==> src/rtl/icache_refill_responder.sv <==
// Instruction-cache refill responder: accepts one line request at a time, fetches the
// line as BEATS pipelined word reads and returns it to the cache in one r_valid pulse.
module icache_refill_responder #(
  parameter int FETCH_ADDR_WIDTH  = 32,
  parameter int REFILL_DATA_WIDTH = 128,
  parameter int MEM_DATA_WIDTH    = 32
) (
  input  logic                         clk,
  input  logic                         rst_n,
  input  logic                         refill_req_i,
  output logic                         refill_gnt_o,
  input  logic [FETCH_ADDR_WIDTH-1:0]  refill_addr_i,
  output logic                         refill_r_valid_o,
  output logic [REFILL_DATA_WIDTH-1:0] refill_r_data_o,
  output logic                         mem_req_o,
  input  logic                         mem_gnt_i,
  output logic [FETCH_ADDR_WIDTH-1:0]  mem_addr_o,
  input  logic                         mem_r_valid_i,
  input  logic [MEM_DATA_WIDTH-1:0]    mem_r_data_i
);

  localparam int BEATS      = REFILL_DATA_WIDTH / MEM_DATA_WIDTH;
  localparam int LANE_BITS  = $clog2(BEATS);
  localparam int CNT_W      = LANE_BITS + 1;
  localparam int LINE_OFF   = $clog2(REFILL_DATA_WIDTH / 8);
  localparam int BEAT_SHIFT = $clog2(MEM_DATA_WIDTH / 8);
  localparam logic [CNT_W-1:0] LAST_BEAT = CNT_W'(BEATS - 1);

  typedef enum logic [1:0] {
    IDLE  = 2'd0,
    ISSUE = 2'd1,
    DRAIN = 2'd2,
    RESP  = 2'd3
  } state_t;

  state_t                       state_r;
  logic [FETCH_ADDR_WIDTH-1:0]  line_addr_r;
  logic [CNT_W-1:0]             issue_cnt_r;
  logic [CNT_W-1:0]             rx_cnt_r;
  logic [REFILL_DATA_WIDTH-1:0] line_r;
  logic                         mem_req_r;
  logic                         r_valid_r;

  logic                         rx_en_s;
  logic                         last_rx_s;
  logic                         last_issue_s;
  logic [LANE_BITS-1:0]         lane_s;
  logic [FETCH_ADDR_WIDTH-1:0]  beat_off_s;

  // Beats are only accepted while a line is in flight; IDLE/RESP responses are stale.
  assign rx_en_s      = mem_r_valid_i & ((state_r == ISSUE) | (state_r == DRAIN));
  assign last_rx_s    = rx_en_s & (rx_cnt_r == LAST_BEAT);
  assign last_issue_s = (state_r == ISSUE) & mem_gnt_i & (issue_cnt_r == LAST_BEAT);
  assign lane_s       = rx_cnt_r[LANE_BITS-1:0];
  assign beat_off_s   = FETCH_ADDR_WIDTH'(issue_cnt_r) << BEAT_SHIFT;

  assign refill_gnt_o     = (state_r == IDLE) & refill_req_i;
  assign refill_r_valid_o = r_valid_r;
  assign refill_r_data_o  = line_r;
  assign mem_req_o        = mem_req_r;
  assign mem_addr_o       = line_addr_r + beat_off_s;

  // Refill sequencer: request capture, beat issue/receive counting and response pulse.
  always_ff @(posedge clk or negedge rst_n) begin
    if (!rst_n) begin
      state_r     <= IDLE;
      line_addr_r <= '0;
      issue_cnt_r <= '0;
      rx_cnt_r    <= '0;
      mem_req_r   <= 1'b0;
      r_valid_r   <= 1'b0;
    end else begin
      case (state_r)
        IDLE: begin
          if (refill_req_i) begin
            state_r     <= ISSUE;
            line_addr_r <= {refill_addr_i[FETCH_ADDR_WIDTH-1:LINE_OFF], {LINE_OFF{1'b0}}};
            issue_cnt_r <= '0;
            rx_cnt_r    <= '0;
            mem_req_r   <= 1'b1;
          end
        end
        ISSUE: begin
          if (mem_gnt_i) begin
            issue_cnt_r <= issue_cnt_r + CNT_W'(1);
          end
          if (rx_en_s) begin
            rx_cnt_r <= rx_cnt_r + CNT_W'(1);
          end
          if (last_issue_s) begin
            mem_req_r <= 1'b0;
            if (last_rx_s) begin
              state_r   <= RESP;
              r_valid_r <= 1'b1;
            end else begin
              state_r <= DRAIN;
            end
          end
        end
        DRAIN: begin
          if (rx_en_s) begin
            rx_cnt_r <= rx_cnt_r + CNT_W'(1);
          end
          if (last_rx_s) begin
            state_r   <= RESP;
            r_valid_r <= 1'b1;
          end
        end
        RESP: begin
          state_r   <= IDLE;
          r_valid_r <= 1'b0;
        end
        default: begin
          state_r   <= IDLE;
          mem_req_r <= 1'b0;
          r_valid_r <= 1'b0;
        end
      endcase
    end
  end

  // Line buffer: lane rx_cnt takes the next returning beat, lowest address in the LSBs.
  always_ff @(posedge clk or negedge rst_n) begin
    if (!rst_n) begin
      line_r <= '0;
    end else if (rx_en_s) begin
      line_r[lane_s*MEM_DATA_WIDTH +: MEM_DATA_WIDTH] <= mem_r_data_i;
    end else begin
      line_r <= line_r;
    end
  end

endmodule

==> config.mk <==
export PLATFORM = sky130hd
export DESIGN_NAME = icache_refill_responder
export DESIGN_NICKNAME = d
export VERILOG_FILES = /design/src/rtl/icache_refill_responder.sv
export SDC_FILE = /design/constraint.sdc
export NUM_CORES = 1
export LEC_CHECK = 0
export CELL_PAD_IN_SITES_DETAIL_PLACEMENT = 1
export CELL_PAD_IN_SITES_GLOBAL_PLACEMENT = 2
export CORE_UTILIZATION = 32
export CTS_CLUSTER_DIAMETER = 150
export DETAILED_ROUTE_END_ITERATION = 6
export PLACE_DENSITY_LB_ADDON = 0.08
export SETUP_SLACK_MARGIN = 0.1
export SYNTH_ARGS = -nofsm -noshare
export SYNTH_HDL_FRONTEND = slang
export SYNTH_SLANG_ARGS = --single-unit
==> constraint.sdc <==
create_clock -name clk -period 4.8 [get_ports clk]
set_input_delay 0.48 -clock clk [delete_from_list [all_inputs] [get_ports clk]]
set_output_delay 0.48 -clock clk [all_outputs]
set_load 0.05 [all_outputs]
== Yosys cells after proc, flatten, opt, wreduce, memory -nomap -nowiden ==
Index checks and enable logic that the tools add are counted.

* Shift operators: 2
* Multipliers: 0
* $lt $le $gt $ge: 0
* Muxes and demuxes: 17
* $add $sub $neg: 4
* Divide/modulo/power cells: 0
* Equal/unequal tests: 10
* Reductions and logical operators: 11
* Bitwise gates (word level): 6

{| class="wikitable"
|+ Operators by type and width
! cell !! number
|-
| 128-bit bitwise mux || 1
|-
| 32-bit by 34-bit variable shift with 128-bit output (first input constant) || 1
|-
| 32-bit by 34-bit variable part select with 128-bit output || 1
|-
| 7-bit negator with 34-bit output || 1
|-
| 32-bit by 5-bit adder with 32-bit output || 1
|-
| 3-bit one-hot mux with 2 select lines || 2
|-
| 3-bit AND reduction || 4
|-
| 3-bit 2-to-1 mux || 3
|-
| 2-bit != test (second input constant) || 4
|-
| 2-bit one-hot mux with 4 select lines || 1
|-
| 3-bit by 1-bit adder with 3-bit output (second input constant) || 2
|-
| 3-bit by 2-bit equality test with 1-bit output (second input constant) || 2
|-
| 2-bit 2-to-1 mux || 3
|-
| 1-bit bitwise AND || 5
|-
| 1-bit 2-to-1 mux || 5
|-
| 2-bit equality test (second input constant) || 2
|-
| 2-bit AND reduction || 2
|-
| 2-bit nonzero test || 2
|-
| 1-bit one-hot mux with 3 select lines || 1
|-
| 3-bit nonzero test || 1
|-
| 2-bit by 1-bit equality test with 1-bit output (second input constant) || 1
|-
| 2-bit logical NOT || 1
|-
| 2-bit by 1-bit != test with 1-bit output (second input constant) || 1
|-
| 1-bit one-hot mux with 2 select lines || 1
|-
| 2 further kinds || 2
|}

* Bits in registers: 166
* Memory bits (read-only): 0
* Input port bits: 69
* Output and inout bits: 163
* Bits in writable memories: 0
* Word-level logic and storage cells: 57
* Bits in latches: 0
* Memories: 0

== Longest topological paths before layout ==
Gate-level depths: netlist of run 1.

* Depth in word-level cells: 7
* Depth in mapped cells: 8
* Depth with buffers taken out: 6

== Worst setup path before layout of run 1 ==
OpenSTA, ideal clock, no wires.

* Kind: flip-flop to output port
* Start: reg issue_cnt_r[2]
* End: out mem_addr_o[26]
* Data required time: 4.320 ns
* Stages on the path, launching flop included: 7
* Setup slack: 2.167 ns
* Arrival: 2.153 ns
* Cells stage by stage: dfrtp_1 ha_1 ha_1 nand2_1 nor3_1 nand3_1 xnor2_1

* Word-level cells in the longest chain between the ends: 1

{| class="wikitable"
|+ Ends and longest elaborated chain
! what !! line !! RTL
|-
| from (decl) || 38 || <nowiki>logic [CNT_W-1:0] issue_cnt_r;</nowiki>
|-
| from (signal assigned) || 85 || <nowiki>issue_cnt_r <= issue_cnt_r + CNT_W'(1);</nowiki>
|-
| 32-bit by 5-bit adder with 32-bit output || 61 || <nowiki>assign mem_addr_o = line_addr_r + beat_off_s;</nowiki>
|-
| to (decl) || 17 || <nowiki>output logic [FETCH_ADDR_WIDTH-1:0] mem_addr_o,</nowiki>
|}

No other way between the ends.

== Final worst setup path of run 1 ==
* Start: reg issue_cnt_r[2]
* End: out mem_addr_o[19]

The elaborated chain is that of the path after synthesis.

==> results of run 1 <==
-- stage by stage --
| stage | total power, mW | cells |
|---|---|---|
| floorplan | 5.02 | 514 |
| global placement | 6.43 | 992 |
| detailed placement | 6.50 | 992 |
| CTS | 7.89 | 1024 |
| global route | 8.18 | 1024 |
| finish | 7.82 | 1024 |
-- critical path, cell delays in order, from the launching register on --
cell,delay (ps)
sky130_fd_sc_hd__dfrtp_1,410
sky130_fd_sc_hd__ha_1,170
sky130_fd_sc_hd__nand3_1,200
sky130_fd_sc_hd__nor4_1,720
sky130_fd_sc_hd__nand4_1,200
sky130_fd_sc_hd__xnor2_1,190
sky130_fd_sc_hd__clkdlybuf4s50_1,830
-- final timing paths --
check	startpoint	to	slack, ps
hold / removal	rst_n	line_addr_r[22]	150
setup reg to reg	state_r[0]	refill_r_data_o[85]	1670
min in group clk	refill_r_data_o[5]	refill_r_data_o[5]	500
setup / recovery	issue_cnt_r[2]	mem_addr_o[19]	1170
max in group asynchronous	rst_n	line_addr_r[6]	3540
hold reg to reg	refill_r_data_o[5]	refill_r_data_o[5]	500
-- placed cells by master, fill, tap and decap left out, types with 2 or more instances in the layout --
| cell | n |
|---|---|
| sky130_fd_sc_hd__nor4_2 | 3 |
| sky130_fd_sc_hd__o21ai_0 | 9 |
| sky130_fd_sc_hd__ha_1 | 17 |
| sky130_fd_sc_hd__a21oi_1 | 2 |
| sky130_fd_sc_hd__and3_1 | 2 |
| sky130_fd_sc_hd__xor2_1 | 5 |
| sky130_fd_sc_hd__dfrtp_1 | 166 |
| sky130_fd_sc_hd__inv_1 | 10 |
| sky130_fd_sc_hd__nor2_1 | 6 |
| sky130_fd_sc_hd__and4_1 | 2 |
| sky130_fd_sc_hd__nand3_2 | 3 |
| sky130_fd_sc_hd__nand4_1 | 9 |
| sky130_fd_sc_hd__clkinvlp_4 | 3 |
| sky130_fd_sc_hd__buf_4 | 12 |
| sky130_fd_sc_hd__inv_6 | 4 |
| sky130_fd_sc_hd__nor4_4 | 4 |
| sky130_fd_sc_hd__nand3_1 | 17 |
| sky130_fd_sc_hd__clkbuf_16 | 17 |
| sky130_fd_sc_hd__clkinv_4 | 3 |
| sky130_fd_sc_hd__a22o_1 | 129 |
| sky130_fd_sc_hd__nor3_1 | 3 |
| sky130_fd_sc_hd__xnor2_1 | 21 |
| sky130_fd_sc_hd__inv_8 | 2 |
| sky130_fd_sc_hd__clkdlybuf4s50_1 | 224 |
| sky130_fd_sc_hd__mux2_2 | 28 |
| sky130_fd_sc_hd__conb_1 | 2 |
| sky130_fd_sc_hd__o22ai_1 | 4 |
| sky130_fd_sc_hd__nand2_1 | 20 |
| sky130_fd_sc_hd__a32o_1 | 2 |
-- registers in the layout, indices dropped and copies added, names as in the netlist --
signal and count:
issue_cnt_r 3, line_addr_r 28, mem_req_o 1, refill_r_data_o 128, refill_r_valid_o 1, rx_cnt_r 3, state_r 2
-- metal layers --
metal / global-route usage [%] / vias to the layer above / share of wire [%]
li1: - / 2365 / -
met1: 27.3 / 2762 / 44
met2: 33.2 / 177 / 48
met3: 6.72 / 16 / 7.6
met4: 5.77 / 0 / 1.0
met5: 0 / - / 0
-- cells in the mapped netlist (all sizes together) --
| cell type | instances |
|---|---|
| a211oi | 1 |
| and4b | 1 |
| inv | 11 |
| nor2 | 7 |
| and2 | 1 |
| a21oi | 2 |
| nor2b | 1 |
| a21o | 1 |
| dfrtp | 166 |
| o22ai | 4 |
| xor2 | 5 |
| ha | 17 |
| mux2 | 28 |
| nand2b | 1 |
| nor3 | 3 |
| and3 | 2 |
| o21a | 1 |
| a22o | 129 |
| or4 | 1 |
| nand2 | 20 |
| a2bb2oi | 1 |
| clkbuf | 16 |
| a22oi | 1 |
| or3 | 1 |
| o21ai | 9 |
| a32o | 2 |
| and4 | 2 |
| a21boi | 1 |
| xnor2 | 21 |
| buf | 18 |
| nand4 | 9 |
| o311ai | 1 |
| conb | 1 |
| nand3 | 20 |
| nor4 | 8 |
-- power by group --
part           switching [mW]  internal (mW)  total [mW]  leakage, nW
clock network           0.614          0.729        1.34        0.272
logic                    2.70           1.46        4.16         1.84
registers               0.406           1.91        2.32         2.23
total                    3.72           4.10        7.82         4.34
-- cell families (layout without fill, tap and decap cells) --
family | Yosys count | count (layout) | synth area share (%)
fa+ha+maj | 17 | 17 | 3.10
compound gates | 153 | 153 | 18.7
simple gates | 77 | 77 | 6.72
buf+inv | 45 | 280 | 3.04
flops | 166 | 166 | 60.5
xor+xnor | 26 | 26 | 3.32
other cells | 1 | 2 | 0.0546
mux | 28 | 28 | 4.59
-- layout make-up --
cell class,count,area [sq um],area share (%)
inverter,11,41.3,0.413
timing repair buffer,237,2340,23.4
clock inverter,14,141,1.41
multi-input combinational,303,2540,25.4
sequential,166,4150,41.6
tap,275,344,3.44
clock buffer,18,429,4.29
==> impl_summary.txt, run 1 <==
----------------------------------------------------
[Run status]
  Status ... completed

[Synthesis]
  Share of Yosys cell area claimed by the top area cell type ... 60.5%
  Number of flip-flops and latches in the synthesized netlist ... 166
  Fraction of the yosys area taken by sequential cells ... 60.5%
  Cell area after synthesis ... 6870 sq um
  Mean Syn Cell Area ... 13.4 sq um
  Largest cells by area after synthesis ... sky130_fd_sc_hd__dfrtp_1 (60%), sky130_fd_sc_hd__a22o_1 (16%), sky130_fd_sc_hd__mux2_2 (4.6%), sky130_fd_sc_hd__ha_1 (3.1%), sky130_fd_sc_hd__xnor2_1 (2.7%)
  Cell variety after synth ... 41
  Leading area contributor after synthesis ... sky130_fd_sc_hd__dfrtp_1
  Synth Instances ... 513
  Count of synthesis-stage warnings from yosys ... 0

[Cells and area]
  Core utilization of the finished layout ... 47.6%
  Final standard cell area without fillers ... 10000 sq um
  Fill cell total of the finished layout ... 2174
  Number of nets in the finished design ... 822
  Share of cells above drive strength 1 ... 11.3%
  Antenna diode count ... 0
  Growth of design area from synthesis to finish ... 45.5%

[Timing]
  Transition time of the tightest slew-check pin ... 1070 ps
  Summed negative setup slack over all endpoints ... 0 ps
  F_max ... 275 MHz
  Worst-case setup margin in the final layout ... 1170 ps
  Unrepaired setup endpoints after global routing ... no
  Final-report setup violation count ... 0
  Final count of pins violating max slew ... 0
  Part of the cycle the worst path needs ... 75.7%
  Fin. Hold Viols ... 0
  Final critical path time including I/O delays and setup ... 3630 ps
  Fin Hold WS ... 154 ps
  Clock skew ... 10.1 ps
  Worst slew margin relative to its limit ... 28.1%

[Clock tree]
  Hold-fix buffers, CTS ... 0
  Register clock-pin slew on the reported worst setup and hold paths ... 70 ps
  Resize count post-CTS ... 0
  CTS H-Tree Depth ... 4
  Clock latency on the worst-skew pair ... 430 ps
  CTS root buf ... sky130_fd_sc_hd__clkbuf_16
  # clock sinks ... 166
  TritonCTS Buffers ... 17
  TritonCTS clock tree ... done
  Post-CTS Setup Inserts ... 0
  Clock tree buffer depth ... 2

[Die]
  Number of placement rows ... 53
  Y dimension of the die ... 149 um
  Die W ... 149 um
  Effective utilization at floorplan ... 32.7%
  # IOs ... 232
  Area inside the core boundary ... 21000 sq um
  Area enclosed by the die boundary ... 22100 sq um

[Route]
  WL/cell ... 21.6 um
  1st-iter DRT viols ... 171
  Final Routed Wirelength ... 22200 um
  Pre-antenna DRT Iters ... 4
  Routed vias ... 5320
  Vias per cell ... 5.20
  Residual DRC ... 0
  Antenna-violating nets left ... 0

[Global routing]
  Global-route total usage across every layer ... 20.9%
  First-pass GRT wire length ... 34600 um
  Vias in the first global route ... 5791
  Total gr overflow ... 0
  Antenna violations before repair ... 0
  Maximum number of pins on one net before global-route repair ... 108

[Placed design]
  Standard cell area after detailed placement ... 9430 sq um
  Pre-CTS WS ... 1460 ps
  GPL Wtd Cong ... 0.762
  Total of buffers placed on input and output ports ... 225
  Post-detailed-placement half-perimeter wirelength ... 14800 um

[Worst setup path]
  Critical path endpoint category ... output port
  Worst setup SP type ... register
  WS Path Type ... reg -> out
  Data arrival time of the worst path ... 3150 ps
  Max FO, Critical Path ... 5
  Required time at the endpoint of the critical path ... 4320 ps
  Worst r2r path cells ... 8

[Pwr]
  Standby leakage power ... 4.34 nW
  Maximum VDD drop ... 278 uV
  Power per standard cell area ... 782 nW/um^2

[Flow run]
  Max-cap violations ... 0

[Hold path]
  Hold/Removal Path Class ... in -> async

----------------------------------------------------
(Power assumes the default switching activity.)
==> run 2, diff against run 1 <==
CORE_UTILIZATION = 29   (was 32)
clock period = 3.75 ns   (was 4.8 ns; I/O delays follow)
==> impl_summary.txt, run 2 (synthesis results as in run 1) <==
----------------------------------------------------
[Route]
  WL/cell ... 21.0 um (-3.2%)
  Routed vias ... 5290 (-0.56%)
  Final Routed Wirelength ... 22300 um (+0.69%)
  1st-iter DRT viols ... 171 (unchanged)
  Vias per cell ... 4.97 (-4.4%)
  Pre-antenna DRT Iters ... 4 (unchanged)
  Residual DRC ... 0 (unchanged)
  Antenna-violating nets left ... 0 (unchanged)

[Timing]
  F_max ... 289 MHz
  Unrepaired setup endpoints after global routing ... no
  Summed negative setup slack over all endpoints ... 0 ps (unchanged)
  Transition time of the tightest slew-check pin ... 699 ps (-371 ps)
  Final critical path time including I/O delays and setup ... 3460 ps
  Final-report setup violation count ... 0 (unchanged)
  Part of the cycle the worst path needs ... 92.2%
  Final count of pins violating max slew ... 0 (unchanged)
  Clock skew ... 13.1 ps (+2.96 ps)
  Worst slew margin relative to its limit ... 53.0% (+25 points)
  Fin. Hold Viols ... 0 (unchanged)

[Clock tree]
  # clock sinks ... 166 (unchanged)
  Clock latency on the worst-skew pair ... 430 ps (about the same)
  Clock tree buffer depth ... 2 (unchanged)
  Register clock-pin slew on the reported worst setup and hold paths ... 70 ps (about the same)
  TritonCTS Buffers ... 17 (unchanged)
  Post-CTS Setup Inserts ... 0 (unchanged)
  CTS H-Tree Depth ... 4 (unchanged)
  TritonCTS clock tree ... done
  CTS root buf ... sky130_fd_sc_hd__clkbuf_16

[Global routing]
  Most used routing layer ... met2
  Antenna violations before repair ... 0 (unchanged)
  Total gr overflow ... 0 (unchanged)
  Met1 track demand over resource ... 24.1% (-3.2 points)
  Global-route total usage across every layer ... 19.1% (-1.8 points)
  Vias in the first global route ... 5852 (+1.1%)
  Maximum number of pins on one net before global-route repair ... 100 (-7.4%)
  GR Layer Usage met2 ... 30.2% (-3.1 points)
  First-pass GRT wire length ... 35100 um (+1.4%)
  Met3 demand-to-capacity share in global routing ... 7.72% (+1.0 points)

[Worst setup path]
  Data arrival time of the worst path ... 3080 ps (-70 ps)
  Max FO, Critical Path ... 5 (unchanged)
  WS Path Type ... reg -> out
  Endpoint of the lowest-slack register-to-register path ... refill_r_data_o[95]
  Required time at the endpoint of the critical path ... 3380 ps (-940 ps)
  Flop2flop setup slack ... 860 ps (-810 ps)
  Launching point of the worst reg2reg path ... rx_cnt_r[0]
  Worst setup path startpoint ... issue_cnt_r[2]
  Worst setup SP type ... register
  Critical path endpoint category ... output port
  Worst r2r path cells ... 7 (-1)

[Cells and area]
  Antenna diode count ... 0 (unchanged)
  Max FFs per register ... 128 (unchanged)
  Growth of design area from synthesis to finish ... 47.3%
  Share of cells above drive strength 1 ... 11.8% (+0.49 points)
  Top library cells by usage in the layout, fill and taps aside ... sky130_fd_sc_hd__clkdlybuf4s50_1 (224), sky130_fd_sc_hd__dfrtp_1 (166), sky130_fd_sc_hd__a22o_1 (129), sky130_fd_sc_hd__mux2_2 (28), sky130_fd_sc_hd__xnor2_1 (21)
  Final standard cell area without fillers ... 10100 sq um (+1.2%)
  Number of nets in the finished design ... 825 (+0.36%)
  Most common library cell in the layout ignoring fill and taps ... sky130_fd_sc_hd__clkdlybuf4s50_1

[Hold path]
  Cell depth of the worst min-delay path ... 1
  Worst min-delay path endpoint ... refill_r_data_o[35]
  Origin of the worst min-delay path ... refill_r_data_o[35]
  Hold/Removal Path Class ... reg -> reg

[Die]
  Die W ... 156 um (+5.0%)
  Area enclosed by the die boundary ... 24300 sq um (+10%)
  Number of placement rows ... 55 (+3.8%)
  Y dimension of the die ... 156 um (+5.0%)
  # IOs ... 232 (unchanged)
  Effective utilization at floorplan ... 30.0% (-2.7 points)
  Area inside the core boundary ... 22900 sq um (+9.0%)

[Pwr]
  Power per standard cell area ... 990 nW/um^2 (+27%)
  Maximum VDD drop ... 416 uV (+49%)
  Standby leakage power ... 4.37 nW (+0.70%)

[Flow run]
  Max-cap violations ... 0 (unchanged)

[Placed design]
  GPL Wtd Cong ... 0.756 (-0.80%)
  Total of buffers placed on input and output ports ... 225 (unchanged)
  Standard cell area after detailed placement ... 9530 sq um (+1.1%)
  Post-detailed-placement half-perimeter wirelength ... 15100 um (+2.3%)

[Run status]
  Status ... completed

----------------------------------------------------
run 2: layout make-up:
class                      count  area, sq um
multi-input combinational    303         2550
clock inverter                13          129
fill                        2355        12800
tap                          313          392
clock buffer                  19          443
inverter                      11         41.3
timing repair buffer         240         2410
sequential                   166         4150
run 2: worst max-delay path by stage:
stage | to | slack, ps | depth (start not counted)
global placement | mem_addr_o[14] | 740 | 7
detailed placement | mem_addr_o[14] | 690 | 7
floorplan | mem_addr_o[26] | 1220 | 6
CTS | mem_addr_o[15] | 210 | 6
global route | mem_addr_o[24] | 140 | 7
finish | mem_addr_o[18] | 290 | 7
run 2: through the flow:
step           util (%)  setup WS [ps]  cells  power [mW]  hold slack (ps)
2_1_floorplan         -           1220    514        6.42             79.4
3_3_place_gp       41.6            738   1032        8.25              419
3_5_place_dp       41.6            693   1032        8.34              438
4_1_cts            44.1            215   1065        10.1              501
5_1_grt            44.2            137   1065        10.5              529
6_report           44.2            294   1065        10.0              499
run 2: worst max-delay path, stage by stage (launching register included):
cell and delay, ps:
sky130_fd_sc_hd__dfrtp_1 400, sky130_fd_sc_hd__ha_1 170, sky130_fd_sc_hd__ha_1 210, sky130_fd_sc_hd__nand2_1 130, sky130_fd_sc_hd__nor4_2 530, sky130_fd_sc_hd__nand3_1 180, sky130_fd_sc_hd__xnor2_1 190, sky130_fd_sc_hd__clkdlybuf4s50_1 840
run 2: routing by layer:
metal  vias up  wire length [um]  share of wire, %
li1       2381                 -                 -
met1      2717              9640                43
met2       175             10300                46
met3        17              2100               9.4
met4         0               249               1.1
met5         -                 0                 0
run 2: what timing repair did:
action                                  in CTS  in global routing
resized for setup                            0                  2
endpoints found under the setup margin       0                  6
hold endpoints to repair                    24                  0
hold buffers                                 1                  0
run 2: report_power, final:
group | internal, mW | total (mW) | leakage [nW] | switching [mW]
combinational | 1.87 | 5.34 | 1.87 | 3.47
clock | 0.902 | 1.71 | 0.276 | 0.808
sequential | 2.44 | 2.96 | 2.23 | 0.520
total | 5.22 | 10.0 | 4.37 | 4.79
==> run 3, diff against run 2 <==
ABC_AREA = 1   (was unset)
CORE_UTILIZATION = 27   (was 29)
==> impl_summary.txt, run 3 <==
----------------------------------------------------
[Run status]
  Status ... completed

[Clock tree]
  # clock sinks ... 166 (unchanged)
  TritonCTS clock tree ... done
  Resize count post-CTS ... 0 (unchanged)
  CTS root buf ... sky130_fd_sc_hd__clkbuf_16
  Register clock-pin slew on the reported worst setup and hold paths ... 80 ps (about the same)
  CTS H-Tree Depth ... 4 (unchanged)
  Clock latency on the worst-skew pair ... 430 ps (about the same)
  Clock tree buffer depth ... 2 (unchanged)
  TritonCTS Buffers ... 17 (unchanged)

[Die]
  Number of placement rows ... 60 (+9.1%)
  Area enclosed by the die boundary ... 28600 sq um (+18%)
  Y dimension of the die ... 169 um (+8.5%)
  Effective utilization at floorplan ... 27.8% (-2.2 points)
  # IOs ... 232 (unchanged)
  Die W ... 169 um (+8.5%)
  Area inside the core boundary ... 27200 sq um (+19%)

[Route]
  Vias per cell ... 4.60 (-7.4%)
  Routed vias ... 6783 (+28%)
  Residual DRC ... 0 (unchanged)
  Pre-antenna DRT Iters ... 5 (+1)
  WL/cell ... 18.7 um (-11%)
  Final Routed Wirelength ... 27600 um (+24%)
  Antenna-violating nets left ... 0 (unchanged)
  1st-iter DRT viols ... 346 (+100%)

[Timing]
  Final-report setup violation count ... 0 (unchanged)
  Summed negative setup slack over all endpoints ... 0 ps (unchanged)
  F_max ... 300 MHz (+3.7%)
  Final count of pins violating max slew ... 0 (unchanged)
  Clock skew ... 13.7 ps (+0.603 ps)
  Final critical path time including I/O delays and setup ... 3330 ps (-123 ps)
  Fin. Hold Viols ... 0 (unchanged)
  Part of the cycle the worst path needs ... 88.9% (-3.3 points)
  Worst slew margin relative to its limit ... 25.1% (-28 points)
  Transition time of the tightest slew-check pin ... 1120 ps (+423 ps)
  Unrepaired setup endpoints after global routing ... no

[Worst setup path]
  Max FO, Critical Path ... 4 (-1)
  Data arrival time of the worst path ... 2960 ps (-120 ps)
  Critical path endpoint category ... output port
  Max stage delay cell, worst path ... sky130_fd_sc_hd__clkdlybuf4s50_1
  Critical Path, Cell by Cell ... ha_1 -> ha_1 -> nand3_1 -> nor2_1 -> nand3_1 -> xnor2_1 -> clkdlybuf4s50_1
  WS Path Type ... reg -> out
  Worst setup SP type ... register
  Delay of the slowest cell on the worst path ... 830 ps (about the same)
  Required time at the endpoint of the critical path ... 3380 ps (about the same)

[Cells and area]
  Final standard cell area without fillers ... 10800 sq um (+6.4%)
  Growth of design area from synthesis to finish ... 42.6%
  Core utilization of the finished layout ... 39.6% (-4.5 points)
  Most common library cell in the layout ignoring fill and taps ... sky130_fd_sc_hd__nand2_1
  Antenna diode count ... 0 (unchanged)
  Share of cells above drive strength 1 ... 4.99% (-6.8 points)
  Non-filler cells in the finished layout ... 1475 (+38%)
  Top library cells by usage in the layout, fill and taps aside ... sky130_fd_sc_hd__nand2_1 (285), sky130_fd_sc_hd__clkdlybuf4s50_1 (224), sky130_fd_sc_hd__o21ai_0 (166), sky130_fd_sc_hd__dfrtp_1 (166)
  Number of nets in the finished design ... 1176 (+43%)
  Max FFs per register ... 128 (unchanged)

[Synthesis]
  Mean Syn Cell Area ... 8.56 sq um (-36%)
  Leading cell type by number of instances after synthesis ... sky130_fd_sc_hd__nand2_1
  Synth Flop Type ... sky130_fd_sc_hd__dfrtp_1
  Cell variety after synth ... 27 (-34%)
  List of most frequent post-synthesis cells ... sky130_fd_sc_hd__nand2_1 (285), sky130_fd_sc_hd__dfrtp_1 (166), sky130_fd_sc_hd__o21ai_0 (166), sky130_fd_sc_hd__inv_1 (48), sky130_fd_sc_hd__nor2_1 (48)
  Number of flip-flops and latches in the synthesized netlist ... 166 (unchanged)
  Synth Instances ... 882 (+72%)
  Count of synthesis-stage warnings from yosys ... 0 (unchanged)
  Share of Yosys cell area claimed by the top area cell type ... 55.0% (-5.5 points)
  Share of async-settable or async-resettable flops after synthesis ... 100% (unchanged)
  Largest cells by area after synthesis ... sky130_fd_sc_hd__dfrtp_1 (55%), sky130_fd_sc_hd__nand2_1 (14%), sky130_fd_sc_hd__o21ai_0 (11%), sky130_fd_sc_hd__o31ai_1 (3.5%), sky130_fd_sc_hd__ha_1 (2.8%)
  Cell area after synthesis ... 7550 sq um (+9.9%)
  Leading area contributor after synthesis ... sky130_fd_sc_hd__dfrtp_1
  Fraction of the yosys area taken by sequential cells ... 55.0% (-5.5 points)
  EDFF count, synth ... 0 (unchanged)

[Flow run]
  Max-cap violations ... 0 (unchanged)

[Global routing]
  Maximum number of pins on one net before global-route repair ... 78 (-22%)
  Total gr overflow ... 0 (unchanged)
  First-pass GRT wire length ... 43500 um (+24%)
  Antenna violations before repair ... 0 (unchanged)
  Vias in the first global route ... 7257 (+24%)
  Global-route total usage across every layer ... 20.1% (+0.97 points)

[Pwr]
  Maximum VDD drop ... 303 uV (-27%)
  Power per standard cell area ... 834 nW/um^2 (-16%)
  Pwr Total ... 8.98 mW (-10%)
  Standby leakage power ... 4.63 nW (+5.9%)

[Placed design]
  GPL Wtd Cong ... 0.767 (+1.5%)
  Standard cell area after detailed placement ... 10100 sq um (+6.4%)
  Post-detailed-placement half-perimeter wirelength ... 19500 um (+29%)
  Total of buffers placed on input and output ports ... 225 (unchanged)
  Placed cell count ... 1442 (+40%)

[Hold path]
  Hold/Removal Path Class ... in -> reg

----------------------------------------------------
-- run 3: cell types whose count changed in the layout (fill, tap and decap cells not counted), moves of 28 or more --
cell / change
sky130_fd_sc_hd__o31ai_1: +35
sky130_fd_sc_hd__o21ai_0: +157
sky130_fd_sc_hd__nor2_1: +42
sky130_fd_sc_hd__a22o_1: -129
sky130_fd_sc_hd__inv_1: +38
sky130_fd_sc_hd__mux2_2: -28
sky130_fd_sc_hd__nand2_1: +265
-- run 3: final timing paths --
check | slack [ps] | start | end | cells past startpoint
max in group asynchronous | 2350 | rst_n | refill_r_data_o[10] | 3
min reg2reg | 490 | refill_r_data_o[75] | refill_r_data_o[75] | 2
max reg2reg | 1330 | rx_cnt_r[0] | refill_r_data_o[18] | 6
max | 420 | issue_cnt_r[2] | mem_addr_o[18] | 7
min in group asynchronous | 540 | rst_n | line_addr_r[10] | 2
min | 490 | refill_addr_i[9] | line_addr_r[9] | 3
-- run 3: repair_timing --
action,in CTS,in global routing
buffers inserted,0,0
hold buffers,1,0
endpoints found under the hold margin,1,0
-- run 3: cells by family after synthesis --
family                   synth area share (%)
AO/OA/AOI/OAI                            15.7
AND/OR/NAND/NOR                          18.9
other                                  0.0497
XOR/XNOR                                 1.74
adder cells (fa/ha/maj)                  2.82
flip-flops                               55.0
buffers and inverters                    5.77
-- run 3: layer usage --
| layer | vias up | global-route usage (%) | routed length, um |
|---|---|---|---|
| met1 | 3316 | 24.9 | 12000 |
| met2 | 168 | 33.7 | 13400 |
| met4 | 0 | 4.03 | 276 |
| met3 | 14 | 6.88 | 1980 |
| li1 | 3285 | - | - |
| met5 | - | 0 | 0 |
-- run 3: power by group --
group	switching (mW)	leakage, nW	internal [mW]
logic	3.16	2.08	1.29
registers	0.402	2.25	2.28
clock network	0.918	0.300	0.929
-- run 3: cell type report --
type                            instances  area, sq um
Fill cell                            3206        16400
Inverter                               52          195
Clock buffer                           18          439
Timing Repair Buffer                  238         2370
Sequential cell                       166         4150
Clock inverter                         14          178
Tap cell                              372          465
Multi-Input combinational cell        615         2970
-- run 3: metrics by stage --
step	worst slack (ps)	hold WS [ps]
2_1_floorplan	1400	79.4
3_3_place_gp	844	463
3_5_place_dp	807	472
4_1_cts	322	468
5_1_grt	193	484
6_report	417	487
-- run 3: worst max-delay path: cells and delay by family, from the launching register on --
kind,cells,cell delay [ps]
adder cells (fa/ha/maj),2,410
AND/OR/NAND/NOR,3,600
XOR/XNOR,1,200
buffers and inverters,1,830
flip-flops,1,500
==> RTL change, RTL diff (settings of run 1) <==
Encoding of `state_t`: now Gray code (2 bits for 4 states).
--- a/src/rtl/icache_refill_responder.sv
+++ b/src/rtl/icache_refill_responder.sv
@@ -27,10 +27,10 @@
   localparam logic [CNT_W-1:0] LAST_BEAT = CNT_W'(BEATS - 1);
 
   typedef enum logic [1:0] {
-    IDLE  = 2'd0,
-    ISSUE = 2'd1,
-    DRAIN = 2'd2,
-    RESP  = 2'd3
+    IDLE  = 2'b00,
+    ISSUE = 2'b01,
+    DRAIN = 2'b11,
+    RESP  = 2'b10
   } state_t;
 
   state_t                       state_r;
Function: same outputs for any inputs over 4 cycles, from zero or initial values and one cycle with rst_n low; so few cycles prove little.
==> RTL change against run 1 <==
- worst setup slack better by 130 ps
- sequential cell count unchanged
- total power down 1.4%
- clock skew up 2.7 ps
- worst hold slack worse by 85 ps
- global-route usage down 0.64 points
- final area down 1.7%
- cell count down 4.0%
- synthesized area down 1.1%
- critical path depth up 1
- wire length down 4.4%
- register-to-register slack better by 310 ps
- maximum frequency up 3.7%
- largest power group unchanged
==> RTL change: results (changes against run 1) <==
<table>
<tr><th>Metric</th><th>Value</th></tr>
<tr><th colspan="2">Drt</th></tr>
<tr><td>Average wire per cell in the routed design</td><td>21.5 um (was 21.6 um)</td></tr>
<tr><td>Total via count after detailed routing</td><td>5,051 (was 5,320)</td></tr>
<tr><td>Detail Route met2 WL</td><td>10,000 um (was 10,600 um)</td></tr>
<tr><td>Met1 layer wirelength in the final routing</td><td>9230 um (was 9670 um)</td></tr>
<tr><td>Number of DRC markers after the initial detailed-route iteration</td><td>189 (was 171)</td></tr>
<tr><th colspan="2">Cells and area</th></tr>
<tr><td>Layout cell share with drive strength beyond 1</td><td>7.29% (was 11.3%)</td></tr>
<tr><td>Fillcell total</td><td>2,063 (was 2,174)</td></tr>
<tr><td>Final Net Count</td><td>782 (was 822)</td></tr>
<tr><th colspan="2">Pwr</th></tr>
<tr><td>Leakage power</td><td>4.35 nW (was 4.34 nW)</td></tr>
<tr><td>Peak supply drop</td><td>0.274 mV (was 0.278 mV)</td></tr>
<tr><th colspan="2">Worst setup path</th></tr>
<tr><td>Number of cells traversed by the worst register-to-register path</td><td>5 (was 8)</td></tr>
<tr><td>CP Max Fanout</td><td>8 (was 5)</td></tr>
<tr><td>R2R Path End</td><td>refill_r_data_o[67] (was refill_r_data_o[85])</td></tr>
<tr><td>Arrival time at the worst endpoint</td><td>3030 ps (was 3150 ps)</td></tr>
<tr><td>Setup slack on the worst flop-to-flop path</td><td>1980 ps (was 1670 ps)</td></tr>
<tr><th colspan="2">Synth</th></tr>
<tr><td>Cell variety after synth</td><td>40 (was 41)</td></tr>
<tr><td>Synth top cells by count</td><td>sky130_fd_sc_hd__dfrtp_1, sky130_fd_sc_hd__a22o_1, sky130_fd_sc_hd__mux2_1 (was sky130_fd_sc_hd__dfrtp_1, sky130_fd_sc_hd__a22o_1, sky130_fd_sc_hd__mux2_2)</td></tr>
<tr><td>Synth top area cells</td><td>sky130_fd_sc_hd__dfrtp_1, sky130_fd_sc_hd__a22o_1, sky130_fd_sc_hd__mux2_1, sky130_fd_sc_hd__xnor2_1, sky130_fd_sc_hd__ha_1 (was sky130_fd_sc_hd__dfrtp_1, sky130_fd_sc_hd__a22o_1, sky130_fd_sc_hd__mux2_2, sky130_fd_sc_hd__ha_1, sky130_fd_sc_hd__xnor2_1)</td></tr>
<tr><td>Sequential fraction of the synthesis area</td><td>61.2% (was 60.5%)</td></tr>
<tr><th colspan="2">Status</th></tr>
<tr><td>Run status</td><td>complete, no violations (unchanged)</td></tr>
<tr><th colspan="2">Global routing</th></tr>
<tr><td>Via count of the first global-routing pass</td><td>5,604 (was 5,791)</td></tr>
<tr><td>Global Route Usage Sum</td><td>20.3% (was 20.9%)</td></tr>
<tr><td>First-pass GRT wire length</td><td>33,600 um (was 34,600 um)</td></tr>
<tr><th colspan="2">Placement</th></tr>
<tr><td>Final GP Congestion</td><td>0.767 (was 0.762)</td></tr>
<tr><th colspan="2">Timing</th></tr>
<tr><td>Setup Skew</td><td>12.8 ps (was 10.1 ps)</td></tr>
<tr><td>Worst-case headroom to the max-slew limit</td><td>40.2% (was 28.1%)</td></tr>
</table>
## RTL change: final cells by class
class | count | share of cell area, %
Multi-Input combinational cell | 276 | 24.2
Tap cell | 270 | 3.44
Inverter | 9 | 0.344
Sequential cell | 166 | 42.3
Clock buffer | 17 | 4.33
Timing Repair Buffer | 232 | 23.6
Clock inverter | 13 | 1.77
## RTL change: worst min path at each step
stage,from,endpoint,slack [ps],cells after the start
after floorplan,rst_n,issue_cnt_r[0],180,0
after global placement,line_addr_r[4],line_addr_r[4],480,1
after detailed placement,refill_r_data_o[19],refill_r_data_o[19],490,1
after CTS,rst_n,line_addr_r[9],80,1
after global routing,rst_n,line_addr_r[8],110,1
final,rst_n,line_addr_r[9],70,1
## RTL change: cells by family (layout without fill, tap and decap cells)
family / Yosys count / in the layout / share of synthesized area [%]
DFF: 166 / 166 / 61.2
AOI/OAI and AO/OA: 143 / 143 / 17.9
and+or+nand+nor: 66 / 66 / 7.02
buffers and inverters: 43 / 271 / 3.83
muxes: 28 / 28 / 4.63
xor gates and xnor gates: 26 / 26 / 3.35
adders and majority gates: 11 / 11 / 2.03
other: 1 / 2 / 0.0552
## RTL change: per-layer routing
metal,track usage (%),up-vias
li1,-,2243
met1,25.7,2615
met2,32.5,167
met3,7.22,26
met4,5.98,0
met5,0,-
## RTL change: report_power, final
group | total [mW] | internal [mW] | switching (mW)
registers | 2.31 | 1.90 | 0.406
logic | 3.98 | 1.39 | 2.59
clock network | 1.41 | 0.823 | 0.587
total | 7.70 | 4.11 | 3.59
## RTL change: metrics by stage
step                      setup slack [ps]  std cells  instance area (sq um)  power (mW)  hold WS [ps]
after CTS                             1220        983                   9830        7.78          81.3
after detailed placement              1620        953                   9230        6.33           490
final                                 1290        983                   9830        7.70          68.7
after floorplan                       2240        485                   6790        4.92           184
after global routing                  1050        983                   9830        8.06           106
after global placement                1680        953                   9230        6.25           477
